--- src/rtl/pipe_stage_reg_if.sv ---
// Handshake bundle between an upstream producer, one pipeline stage register
// and its downstream consumer. The master side is the producer/consumer pair
// around the stage; the slave side is the stage itself.
interface pipe_stage_reg_if #(
    parameter int DATA_W = 32,
    parameter int CTRL_W = 12
);
    logic              in_valid;
    logic              in_ready;
    logic [DATA_W-1:0] in_data;
    logic [CTRL_W-1:0] in_ctrl;
    logic              out_valid;
    logic              out_ready;
    logic [DATA_W-1:0] out_data;
    logic [CTRL_W-1:0] out_ctrl;

    modport master (
        output in_valid, in_data, in_ctrl, out_ready,
        input  in_ready, out_valid, out_data, out_ctrl
    );

    modport slave (
        input  in_valid, in_data, in_ctrl, out_ready,
        output in_ready, out_valid, out_data, out_ctrl
    );
endinterface

--- src/rtl/pipe_stage_reg.sv ---
// Pipeline stage register with valid/ready handshake, flush, hazard hold and
// saturating stall/flush performance counters. With SKID=1 a second entry
// absorbs one beat of downstream backpressure so in_ready never depends on
// out_ready; with SKID=0 it is a plain single-entry register.
module pipe_stage_reg #(
    parameter int DATA_W = 32,
    parameter int CTRL_W = 12,
    parameter int SKID   = 1,
    parameter int CNT_W  = 16
) (
    input  logic             clk,
    input  logic             rst,
    pipe_stage_reg_if.slave  bus,
    input  logic             flush,
    input  logic             hold,
    output logic [CNT_W-1:0] stall_cnt,
    output logic [CNT_W-1:0] flush_cnt
);

    typedef enum logic [1:0] {
        ST_EMPTY = 2'd0,
        ST_ONE   = 2'd1,
        ST_FULL  = 2'd2
    } state_t;

    state_t            r_state;
    state_t            w_state_nxt;
    logic [DATA_W-1:0] r_main_data;
    logic [CTRL_W-1:0] r_main_ctrl;
    logic [DATA_W-1:0] r_skid_data;
    logic [CTRL_W-1:0] r_skid_ctrl;
    logic              w_in_ready;
    logic              w_out_valid;
    logic              w_accept;
    logic              w_consume;
    logic              w_load_main_in;
    logic              w_load_main_skid;
    logic              w_load_skid;

    function automatic logic [CNT_W-1:0] sat_inc(input logic [CNT_W-1:0] v);
        return (&v) ? v : v + CNT_W'(1);
    endfunction

    assign w_out_valid = (r_state != ST_EMPTY);

    // Ready: the skid variant only looks at its own occupancy (no out_ready path);
    // the single-entry variant may accept into a slot being vacated this cycle.
    always_comb begin
        w_in_ready = 1'b0;
        if (SKID != 0) begin
            w_in_ready = !rst && !hold && (r_state != ST_FULL);
        end else begin
            w_in_ready = !rst && !hold && !flush && (!w_out_valid || bus.out_ready);
        end
    end

    assign w_accept  = bus.in_valid && w_in_ready;
    assign w_consume = w_out_valid && bus.out_ready;

    // Next-state and entry-movement decode; flush beats accept, consume and hold.
    always_comb begin
        w_state_nxt      = r_state;
        w_load_main_in   = 1'b0;
        w_load_main_skid = 1'b0;
        w_load_skid      = 1'b0;
        if (flush) begin
            w_state_nxt = ST_EMPTY;
        end else begin
            case (r_state)
                ST_EMPTY: begin
                    if (w_accept) begin
                        w_state_nxt    = ST_ONE;
                        w_load_main_in = 1'b1;
                    end
                end
                ST_ONE: begin
                    if (w_accept && w_consume) begin
                        w_load_main_in = 1'b1;
                    end else if (w_accept && (SKID != 0)) begin
                        w_state_nxt = ST_FULL;
                        w_load_skid = 1'b1;
                    end else if (w_consume) begin
                        w_state_nxt = ST_EMPTY;
                    end
                end
                ST_FULL: begin
                    if (w_consume) begin
                        w_state_nxt      = ST_ONE;
                        w_load_main_skid = 1'b1;
                    end
                end
                default: w_state_nxt = ST_EMPTY;
            endcase
        end
    end

    // Stage state and saturating performance counters.
    always_ff @(posedge clk) begin
        if (rst) begin
            r_state   <= ST_EMPTY;
            stall_cnt <= '0;
            flush_cnt <= '0;
        end else begin
            r_state <= w_state_nxt;
            if (flush) begin
                flush_cnt <= sat_inc(flush_cnt);
            end
            if (bus.in_valid && !w_in_ready && !flush) begin
                stall_cnt <= sat_inc(stall_cnt);
            end
        end
    end

    // Main entry: drives the output and keeps its value across bubbles.
    always_ff @(posedge clk) begin
        if (rst) begin
            r_main_data <= '0;
            r_main_ctrl <= '0;
        end else if (w_load_main_in) begin
            r_main_data <= bus.in_data;
            r_main_ctrl <= bus.in_ctrl;
        end else if (w_load_main_skid) begin
            r_main_data <= r_skid_data;
            r_main_ctrl <= r_skid_ctrl;
        end
    end

    // Skid entry: contents only matter while the state says FULL.
    always_ff @(posedge clk) begin
        if (w_load_skid) begin
            r_skid_data <= bus.in_data;
            r_skid_ctrl <= bus.in_ctrl;
        end
    end

    assign bus.in_ready  = w_in_ready;
    assign bus.out_valid = w_out_valid;
    assign bus.out_data  = r_main_data;
    assign bus.out_ctrl  = w_out_valid ? r_main_ctrl : '0;

endmodule
--- src/flat_wrapper.sv ---
// flat-port wrapper written by rule: the top's interface ports become plain ports
module pipe_stage_reg_flat 
#(
    parameter int DATA_W = 32,
    parameter int CTRL_W = 12,
    parameter int SKID   = 1,
    parameter int CNT_W  = 16
)
  (clk, rst, flush, hold, stall_cnt, flush_cnt, bus_in_valid, bus_in_data, bus_in_ctrl, bus_out_ready, bus_in_ready, bus_out_valid, bus_out_data, bus_out_ctrl);
  pipe_stage_reg_if #(.DATA_W(DATA_W), .CTRL_W(CTRL_W)) bus_i ();
  input  logic clk;
  input  logic rst;
  input  logic flush;
  input  logic hold;
  output logic [CNT_W-1:0] stall_cnt;
  output logic [CNT_W-1:0] flush_cnt;
  input wire logic [$bits(bus_i.in_valid)-1:0] bus_in_valid;
  input wire logic [$bits(bus_i.in_data)-1:0] bus_in_data;
  input wire logic [$bits(bus_i.in_ctrl)-1:0] bus_in_ctrl;
  input wire logic [$bits(bus_i.out_ready)-1:0] bus_out_ready;
  output wire logic [$bits(bus_i.in_ready)-1:0] bus_in_ready;
  output wire logic [$bits(bus_i.out_valid)-1:0] bus_out_valid;
  output wire logic [$bits(bus_i.out_data)-1:0] bus_out_data;
  output wire logic [$bits(bus_i.out_ctrl)-1:0] bus_out_ctrl;
  assign bus_i.in_valid = bus_in_valid;
  assign bus_i.in_data = bus_in_data;
  assign bus_i.in_ctrl = bus_in_ctrl;
  assign bus_i.out_ready = bus_out_ready;
  assign bus_in_ready = bus_i.in_ready;
  assign bus_out_valid = bus_i.out_valid;
  assign bus_out_data = bus_i.out_data;
  assign bus_out_ctrl = bus_i.out_ctrl;
  pipe_stage_reg #(.DATA_W(DATA_W), .CTRL_W(CTRL_W), .SKID(SKID), .CNT_W(CNT_W)) u_core (.clk(clk), .rst(rst), .bus(bus_i), .flush(flush), .hold(hold), .stall_cnt(stall_cnt), .flush_cnt(flush_cnt));
endmodule
--- config.mk ---
export PLATFORM = sky130hd
export DESIGN_NAME = pipe_stage_reg_flat
export DESIGN_NICKNAME = d
export VERILOG_FILES = /design/src/rtl/pipe_stage_reg_if.sv /design/src/rtl/pipe_stage_reg.sv /design/src/flat_wrapper.sv
export SDC_FILE = /design/constraint.sdc
export NUM_CORES = 1
export LEC_CHECK = 0
export CORE_AREA = 2 2 97 118
export CTS_CLUSTER_DIAMETER = 150
export DETAILED_ROUTE_END_ITERATION = 10
export DIE_AREA = 0 0 99 120
export PLACE_DENSITY = 0.78
export SLEW_MARGIN = 10
export SYNTH_ARGS = -nofsm -noshare
export SYNTH_HDL_FRONTEND = slang
export SYNTH_SLANG_ARGS = --single-unit
--- constraint.sdc ---
create_clock -name clk -period 4.1 [get_ports clk]
set_clock_uncertainty 0.1 [all_clocks]
set_input_delay 0.41 -clock clk [delete_from_list [all_inputs] [get_ports clk]]
set_output_delay 0.41 -clock clk [all_outputs]
set_load 0.01 [all_outputs]
; Yosys cells after proc, flatten, opt, wreduce, memory -nomap -nowiden
; Cells that the tools add are included.
[totals]
inputBits = 50
elab_cells = 59
ff_bits = 122
out_inout_bits = 78
[op_classes]
mux = 21
bitwise_logic = 2
addsub = 2
reduce_logical = 20
n_eq_ne = 7
[ops]
columns = cell, count
row1 = $mux W32, 2
row2 = $mux W12, 3
row3 = $add A16 B1 Y16 const B, 2
row4 = $reduce_and A16 Y1, 2
row5 = $mux W2, 5
row6 = $mux W1, 9
row7 = $logic_and A1 B1 Y1, 7
row8 = $pmux W2 S3, 1
row9 = $logic_not A1 Y1, 4
row10 = $ne A2 B1 Y1 const B, 2
row11 = $ne A2 B2 Y1 const B, 2
row12 = $reduce_and A2 Y1, 2
row13 = $reduce_and A4 Y1, 1
row14 = $reduce_bool A2 Y1, 2
row15 = $ne A3 B1 Y1 const B, 1
row16 = $eq A2 B1 Y1 const B, 1
row17 = $eq A2 B2 Y1 const B, 1
row18 = $logic_not A2 Y1, 1
row19 = $not A1 Y1, 2
row20 = $pmux W1 S2, 1
row21 = $reduce_or A2 Y1, 1

; Depth between registers and ports, before layout
; Gate-level depths: netlist of run 1.
[logic_depth]
depth_word = 9
mapped_depth = 6
ltp_nobuf = 5

; Worst setup path before layout of run 1
; Ideal clock, no wire load.
[synth_timing]
kind = input to register
from = in hold
to = reg u_core.r_skid_ctrl[0], enable pin
path_buffers = 0
setup_time_ns = 0.445
path_slack_ns = 0.882
stages = 3
required_ns = 3.555
t_arrival_ns = 2.672
cell_sequence = nor3b_1 nand2_1 nor2_1
[synth_via]
elab_chain_cells = 8
word_cells_on_any_way = 9
classes_between = mux (4) / reduce/logical (5)
[synth_lines]
columns = item, line
row1 = "start, declared", flat_wrapper.sv:14  ; input logic hold;
row2 = $logic_not A1 Y1 *, pipe_stage_reg.sv:51  ; w_in_ready = !rst && !hold && (r_state != ST_FULL);
row3 = $logic_and A1 B1 Y1 * (2 in a row), pipe_stage_reg.sv:51
row4 = $logic_and A1 B1 Y1 *, pipe_stage_reg.sv:57  ; assign w_accept = bus.in_valid && w_in_ready;
row5 = $mux W1 or $logic_and A1 B1 Y1 (tied branches), "pipe_stage_reg.sv:79, pipe_stage_reg.sv:77"
row6 = $mux W1 *, pipe_stage_reg.sv:77  ; if (w_accept && w_consume) begin
row7 = $mux W1 *, pipe_stage_reg.sv:69  ; case (r_state)
row8 = $mux W1 *, pipe_stage_reg.sv:66  ; if (flush) begin
row9 = net u_core.w_load_skid, pipe_stage_reg.sv:38  ; logic w_load_skid;
row10 = "end signal, assigned", pipe_stage_reg.sv:132  ; r_skid_ctrl <= bus.in_ctrl;
row11 = "end, declared", pipe_stage_reg.sv:31  ; logic [CTRL_W-1:0] r_skid_ctrl;
; The timed path passes the listed nets; every way through them passes the cells marked *.
; A chain may end at the register's enable or synchronous reset.

; Worst setup path in the final report of run 1
[layout_timing]
from = reg u_core.r_state[1]
to = out bus_out_ctrl[5]
[layout_via]
elab_chain_cells = 2
[layout_lines]
columns = item, line
row1 = "start, declared", pipe_stage_reg.sv:26  ; state_t r_state;
row2 = "start signal, assigned", pipe_stage_reg.sv:104  ; r_state <= w_state_nxt;
row3 = $reduce_bool A2 Y1, pipe_stage_reg.sv:44  ; assign w_out_valid = (r_state != ST_EMPTY);
row4 = $mux W12, pipe_stage_reg.sv:139  ; assign bus.out_ctrl = w_out_valid ? r_main_ctrl : '0;
row5 = "end, declared", flat_wrapper.sv:24  ; output wire logic [$bits(bus_i.out_ctrl)-1:0] bus_out_ctrl;
; No other way between the ends.

==> results.toml, run 1 <==
[outcome]
status = "finished, final reports clean"

[grt]
grt_pass1_vias = 4497
grt_max_degree = 59
use_met3_pct = 6.46
met1_usage_pct = 27.4
grt_pass1_wl_mm = 21.5
antenna_found_initial = 0
gr-total-overflow = 0
use_met2_pct = 37.8
top_usage_layer = "met2"
grt_util_all_layers_pct = 22.6

[synth]
synth_seq_cells = 122
synth_ff_type = "dfxtp_1"
async_flop_share_pct = 0
syn-instance-count = 524
synth_top_area_share_pct = 30.3
synth_warnings = 0
synth_area_um2 = 5150
yosysTopAreaCell = "dfxtp_1"
syn_nets = 576
synth_area_leaders = "dfxtp_1 (30%), edfxtp_1 (26%), a311oi_1 (6.8%), nand2_1 (6.5%), nor2_1 (4.6%)"
avgSynthCellArea_um2 = 9.82
synth_cell_types = 50
ys_seq_area_share_pct = 56.0
synth_edf_count = 44

[clocking]
cts_setup_buffers = 0
htree_num_levels = 4
clk_latency_ps = 410
path_clk_slew_ps = 50
clockRootBuffer = "clkbuf_16"
cts_hold_buf = 0
cts_resized = 0
cts.sinks = 122
cts_tree = "yes"
cts-buffers-inserted = 17
cts_buffer_depth = 2

[floorplan]
core_um2 = 10800
die_h_um = 120
num_io_pins = 128
dieArea_um2 = 11900
initial_core_util_pct = 47.8
die_w_um = 99
rows = 42

[sta]
maxSlewViolCount = 0
rsz0062_at_grt = "false"
tightestPinTransition_ps = 966
hold_viol_final = 0
setup_viol = 0
setup-tns-final_ps = 0
fmax_mhz = 363
slew_headroom_pct = 35.3
finalCritPeriodShare_pct = 67.2
finalCriticalPeriod_ps = 2760

[worst_setup_path]
crit_fanout = 13
cp.arrival_ps = 2250
critPathMaxStageDelay_ps = 760
cp-end-kind = "output port"
worst-path-buf-inv = 1
crit_type = "reg2out"
r2r_setup_slack_ps = 1750
reg2reg_from = "u_core.r_state[1]$_SDFFE_PP0P_"
cp.depth = 3
r2r-end = "u_core.bus.out_data[20]$_SDFFE_PP0P_"
crit_path_top_delay_cell = "nor2_1"
path_delay_family = "simple AND/OR/NAND/NOR gates"
worstPathCellList = "nor2_1 -> nor2b_1 -> clkdlybuf4s50_1"
required_ps = 3590
rr_worst_depth = 5
startpoint_type = "flop"

[power_and_ir_drop]
p_comb_share_pct = 5.6
switching_share_pct = 20.8
peakVddDrop_mv = 0.266
p_switching_w = 0.000598
clockPowerShare_pct = 49.7
cellPowerDensity_nw_per_um2 = 406
p_leak_nw = 2.39
seq_power_share_pct = 44.7
p_int_w = 0.00228

[route]
drc = 0
wl_per_cell_um = 16.6
drtPass1Iterations = 5
vias = 4531
postRouteAntennaNets = 0
vias_per_cell = 5.74
routed_wl_mm = 13.2
drtIter0Drc = 197

[hold_path]
min_path_cells = 2
min_to = "u_core.bus.out_data[8]$_SDFFE_PP0P_"
min_from = "u_core.bus.out_data[8]$_SDFFE_PP0P_"
hold_class = "reg2reg"

[cells_and_area]
layout.nets = 697
diodes = 0
layout-drive-gt1-share_pct = 7.90
mostFrequentLayoutCell = "clkdlybuf4s50_1"
final_cell_mix = "clkdlybuf4s50_1 (126), nand2_1 (89), dfxtp_1 (78), nor2_1 (62), edfxtp_1 (44)"
final_area_um2 = 7080
synthToLayoutAreaGrowth_pct = 37.5

[placed_design]
io_buffers = 127
gp_congestion = 0.816
placed_cell_area_um2 = 6510
hpwl_mm = 8.58

[flow_run]
max-cap-violations = 0
-- cell families (layout without fill, tap and decap cells) --
logic type / count (synthesis) / count (layout) / synth area share (%)
fa+ha+maj: 2 / 2 / 0.486
flops: 122 / 122 / 56.0
simple gates: 239 / 239 / 21.6
mux: 14 / 14 / 3.01
compound gates: 104 / 104 / 15.4
buf+inv: 43 / 177 / 3.43
-- routing by layer --
layer | up-vias | routed length [um]
li1 | 2168 | -
met1 | 2152 | 5350
met2 | 193 | 6730
met3 | 18 | 883
met4 | 0 | 181
met5 | - | 0
-- area by class of cell --
type / instances / area, um2
clock inverter: 7 / 61.3
fill: 839 / 3700
timing repair buffer: 132 / 1300
tap: 132 / 165
clock buffer: 25 / 508
multi-input combinational: 359 / 2110
inverter: 13 / 48.8
sequential: 122 / 2880
-- synthesized netlist by cell type, types with 9 or more instances --
cell type,number
mux2_2,12
clkbuf_1,27
nor3_1,9
a21oi_1,22
nor2_1,63
inv_1,13
nand4_1,10
nand3_1,16
nand2_1,89
a311oi_1,40
nor2b_1,24
edfxtp_1,44
dfxtp_1,78
-- sequential cells by signal, indices dropped and copies added (netlist names) --
register and cells:
u_core.r_skid_ctrl 12, u_core.r_state 2, u_core.bus.out_data 32, u_core.r_skid_data 32, u_core.r_main_ctrl 12, u_core.flush_cnt 16, u_core.stall_cnt 16
-- worst reg2reg max path: cells and delay by family, from the launching register on --
family	cells	cell delay (ps)
and+or+nand+nor	3	1170
DFF	1	360
buffers and inverters	1	490
AOI/OAI and AO/OA	1	70
-- worst max-delay path by stage --
stage                              startpoint                              endpoint  slack, ps
6_report       u_core.r_state[1]$_SDFFE_PP0P_                       bus_out_ctrl[5]       1340
5_1_grt        u_core.r_state[1]$_SDFFE_PP0P_                       bus_out_ctrl[4]       1180
4_1_cts        u_core.r_state[1]$_SDFFE_PP0P_                       bus_out_ctrl[9]       1310
3_5_place_dp                              rst    u_core.r_main_ctrl[3]$_SDFFE_PP0P_       1120
3_3_place_gp                     bus_in_valid  u_core.bus.out_data[26]$_SDFFE_PP0P_       1220
2_1_floorplan                            hold       u_core.r_skid_ctrl[0]$_DFFE_PP_        880
-- power by group through the flow --
| stage | sequential (W) | combinational (W) | clock (W) |
|---|---|---|---|
| after floorplan | 0.00131 | 0.0000562 | 0 |
| after global placement | 0.00131 | 0.000155 | 0 |
| after detailed placement | 0.00131 | 0.000159 | 0 |
| after CTS | 0.00128 | 0.000161 | 0.00145 |
| after global routing | 0.00129 | 0.000174 | 0.00149 |
| final | 0.00129 | 0.000160 | 0.00143 |
-- per-stage QoR --
| stage | utilization [%] | setup slack, ps | power [W] | hold WS, ps | std cells |
|---|---|---|---|---|---|
| 2_1_floorplan | - | 882 | 0.00137 | 354 | 524 |
| 3_3_place_gp | 60.4 | 1220 | 0.00146 | 353 | 758 |
| 3_5_place_dp | 60.4 | 1120 | 0.00147 | 359 | 758 |
| 4_1_cts | 65.7 | 1310 | 0.00289 | 367 | 790 |
| 5_1_grt | 65.7 | 1180 | 0.00295 | 400 | 790 |
| 6_report | 65.7 | 1340 | 0.00287 | 366 | 790 |
Note: power is estimated with default switching activity, not from simulation.
==> inputs of run 2 (changes only) <==
==> constraint.sdc (replaced) <==
create_clock -name clk -period 2.6 [get_ports clk]
set_clock_uncertainty 0.1 [all_clocks]
set_input_delay 0.26 -clock clk [delete_from_list [all_inputs] [get_ports clk]]
set_output_delay 0.26 -clock clk [all_outputs]
set_load 0.01 [all_outputs]
==> run 2 against run 1 <==
Combinational power is 60% higher; setup slack worse by 1000 ps; non-clock buffer count is 4 higher.
==> results.toml, run 2 (synthesis gave the netlist of run 1 again) <==
[worst_setup_path]
crit_path_top_delay_cell = "clkdlybuf4s50_1"
worstPathCellList = "nor2_2 -> nor2b_1 -> clkdlybuf4s50_1"
cp-end-kind = "output port"
crit_type = "reg2out"
critPathMaxStageDelay_ps = 520
required_ps = 2240
path_delay_family = "simple AND/OR/NAND/NOR gates"
worst-path-buf-inv = 1
cp.arrival_ps = 1910
r2r_setup_slack_ps = 440
startpoint_type = "flop"
crit_fanout = 13

[power_and_ir_drop]
cellPowerDensity_nw_per_um2 = 637
p_comb_share_pct = 5.6
peakVddDrop_mv = 0.443
p_switching_w = 0.00100
seq_power_share_pct = 44.5
clockPowerShare_pct = 49.9
p_leak_nw = 2.41
p_int_w = 0.00355
switching_share_pct = 22.0

[route]
postRouteAntennaNets = 0
top_layer_used = "met4"
route.met2.wl_mm = 6.59
drt-met1-wl_mm = 5.38
drtIter0Drc = 207
vias = 4538
dr_wl_met3_um = 886
routed_wl_mm = 13.0
vias_per_cell = 5.72
drtPass1Iterations = 5
wl_per_cell_um = 16.4
drc = 0

[sta]
setup-tns-final_ps = 0
maxSlewViolCount = 0
hold_viol_final = 0
rsz0062_at_grt = "false"
fin_ws_ps = 333
finalCriticalPeriod_ps = 2270
finalCritPeriodShare_pct = 87.2
tightestPinTransition_ps = 653
slew_headroom_pct = 56.1
setup_viol = 0
fmax_mhz = 441

[cells_and_area]
final_area_um2 = 7150
layout-drive-gt1-share_pct = 9.06
fin_util_pct = 66.4
final_cell_mix = "clkdlybuf4s50_1 (126), nand2_1 (89), dfxtp_1 (78), nor2_1 (61), edfxtp_1 (44)"
layout.nets = 701
synthToLayoutAreaGrowth_pct = 39.0
diodes = 0
fillers = 842
mostFrequentLayoutCell = "clkdlybuf4s50_1"

[clocking]
cts_buffer_depth = 2
cts_tree = "yes"
path_clk_slew_ps = 60
htree_num_levels = 4
cts.sinks = 122
cts-buffers-inserted = 17
clk_latency_ps = 400
cts_hold_buf = 0
clockRootBuffer = "clkbuf_16"

[placed_design]
pre_cts_ws_ps = 238
gp_congestion = 0.830
io_buffers = 127
hpwl_mm = 8.47
placed_cell_area_um2 = 6570

[grt]
grt_pass1_vias = 4371
grt_max_degree = 83
antenna_found_initial = 0
gr-total-overflow = 0
grt_util_all_layers_pct = 21.8
grt_pass1_wl_mm = 20.9

[outcome]
status = "finished, final reports clean"

[floorplan]
initial_core_util_pct = 47.8
die_w_um = 99
rows = 42
core_um2 = 10800
die_h_um = 120
num_io_pins = 128
dieArea_um2 = 11900

[flow_run]
max-cap-violations = 0

[hold_path]
hold_class = "in2reg"
run 2: cell types whose count changed in the layout (fill, tap and decap cells not counted), sizes merged:
cell | previous run | this run
clkbuf | 25 | 17
clkinvlp | 0 | 4
inv | 14 | 15
buf | 6 | 10
bufinv | 1 | 2
clkinv | 5 | 7
run 2: path summary, 6_finish.rpt:
path                                                            from  depth (start not counted)                                   end
worst max register to register      u_core.stall_cnt[0]$_SDFFE_PP0P_                          5      u_core.stall_cnt[0]$_SDFFE_PP0P_
worst min-delay path                                             rst                          2     u_core.stall_cnt[13]$_SDFFE_PP0P_
worst min register to register  u_core.bus.out_data[13]$_SDFFE_PP0P_                          2  u_core.bus.out_data[13]$_SDFFE_PP0P_
worst max-delay path                  u_core.r_state[1]$_SDFFE_PP0P_                          3                       bus_out_ctrl[8]
run 2: through the flow:
stage | hold WS [ps] | total power (W) | instances
final | 149 | 0.00456 | 794
after global routing | 165 | 0.00471 | 794
after CTS | 136 | 0.00459 | 794
after detailed placement | 365 | 0.00232 | 762
after global placement | 365 | 0.00231 | 762
after floorplan | 238 | 0.00216 | 524
run 2: power by group through the flow:
stage,Clock [W],Combinational (W),Sequential (W)
after floorplan,0,0.0000888,0.00207
after global placement,0,0.000248,0.00207
after detailed placement,0,0.000255,0.00207
after CTS,0.00231,0.000256,0.00203
after global routing,0.00241,0.000275,0.00203
final,0.00227,0.000256,0.00203
run 2: repair_timing:
| action | in CTS | in global routing |
|---|---|---|
| setup buffers | 0 | 0 |
| gates resized for setup | 0 | 1 |
| endpoints found under the setup margin | 0 | 13 |
run 2: worst reg2reg max path: stages (launching register included):
cell and delay [ps]:
dfxtp_1 420, ha_1 340, nand3_1 190, nor4_2 500, a21oi_1 200, mux2_2 300
run 2: final cells by class:
class	count	area, um2	share of cell area [%]
clock buffer	17	425	5.95
tap	132	165	2.31
clock inverter	15	151	2.12
multi-input combinational	359	2110	29.5
inverter	13	48.8	0.682
sequential	122	2880	40.3
timing repair buffer	136	1370	19.2
run 2: layer usage:
layer / global-route usage [%] / up-vias
met1: 26.9 / 2169
met3: 6.81 / 14
met2: 35.6 / 178
li1: - / 2177
met4: 8.39 / 0
met5: 0 / -
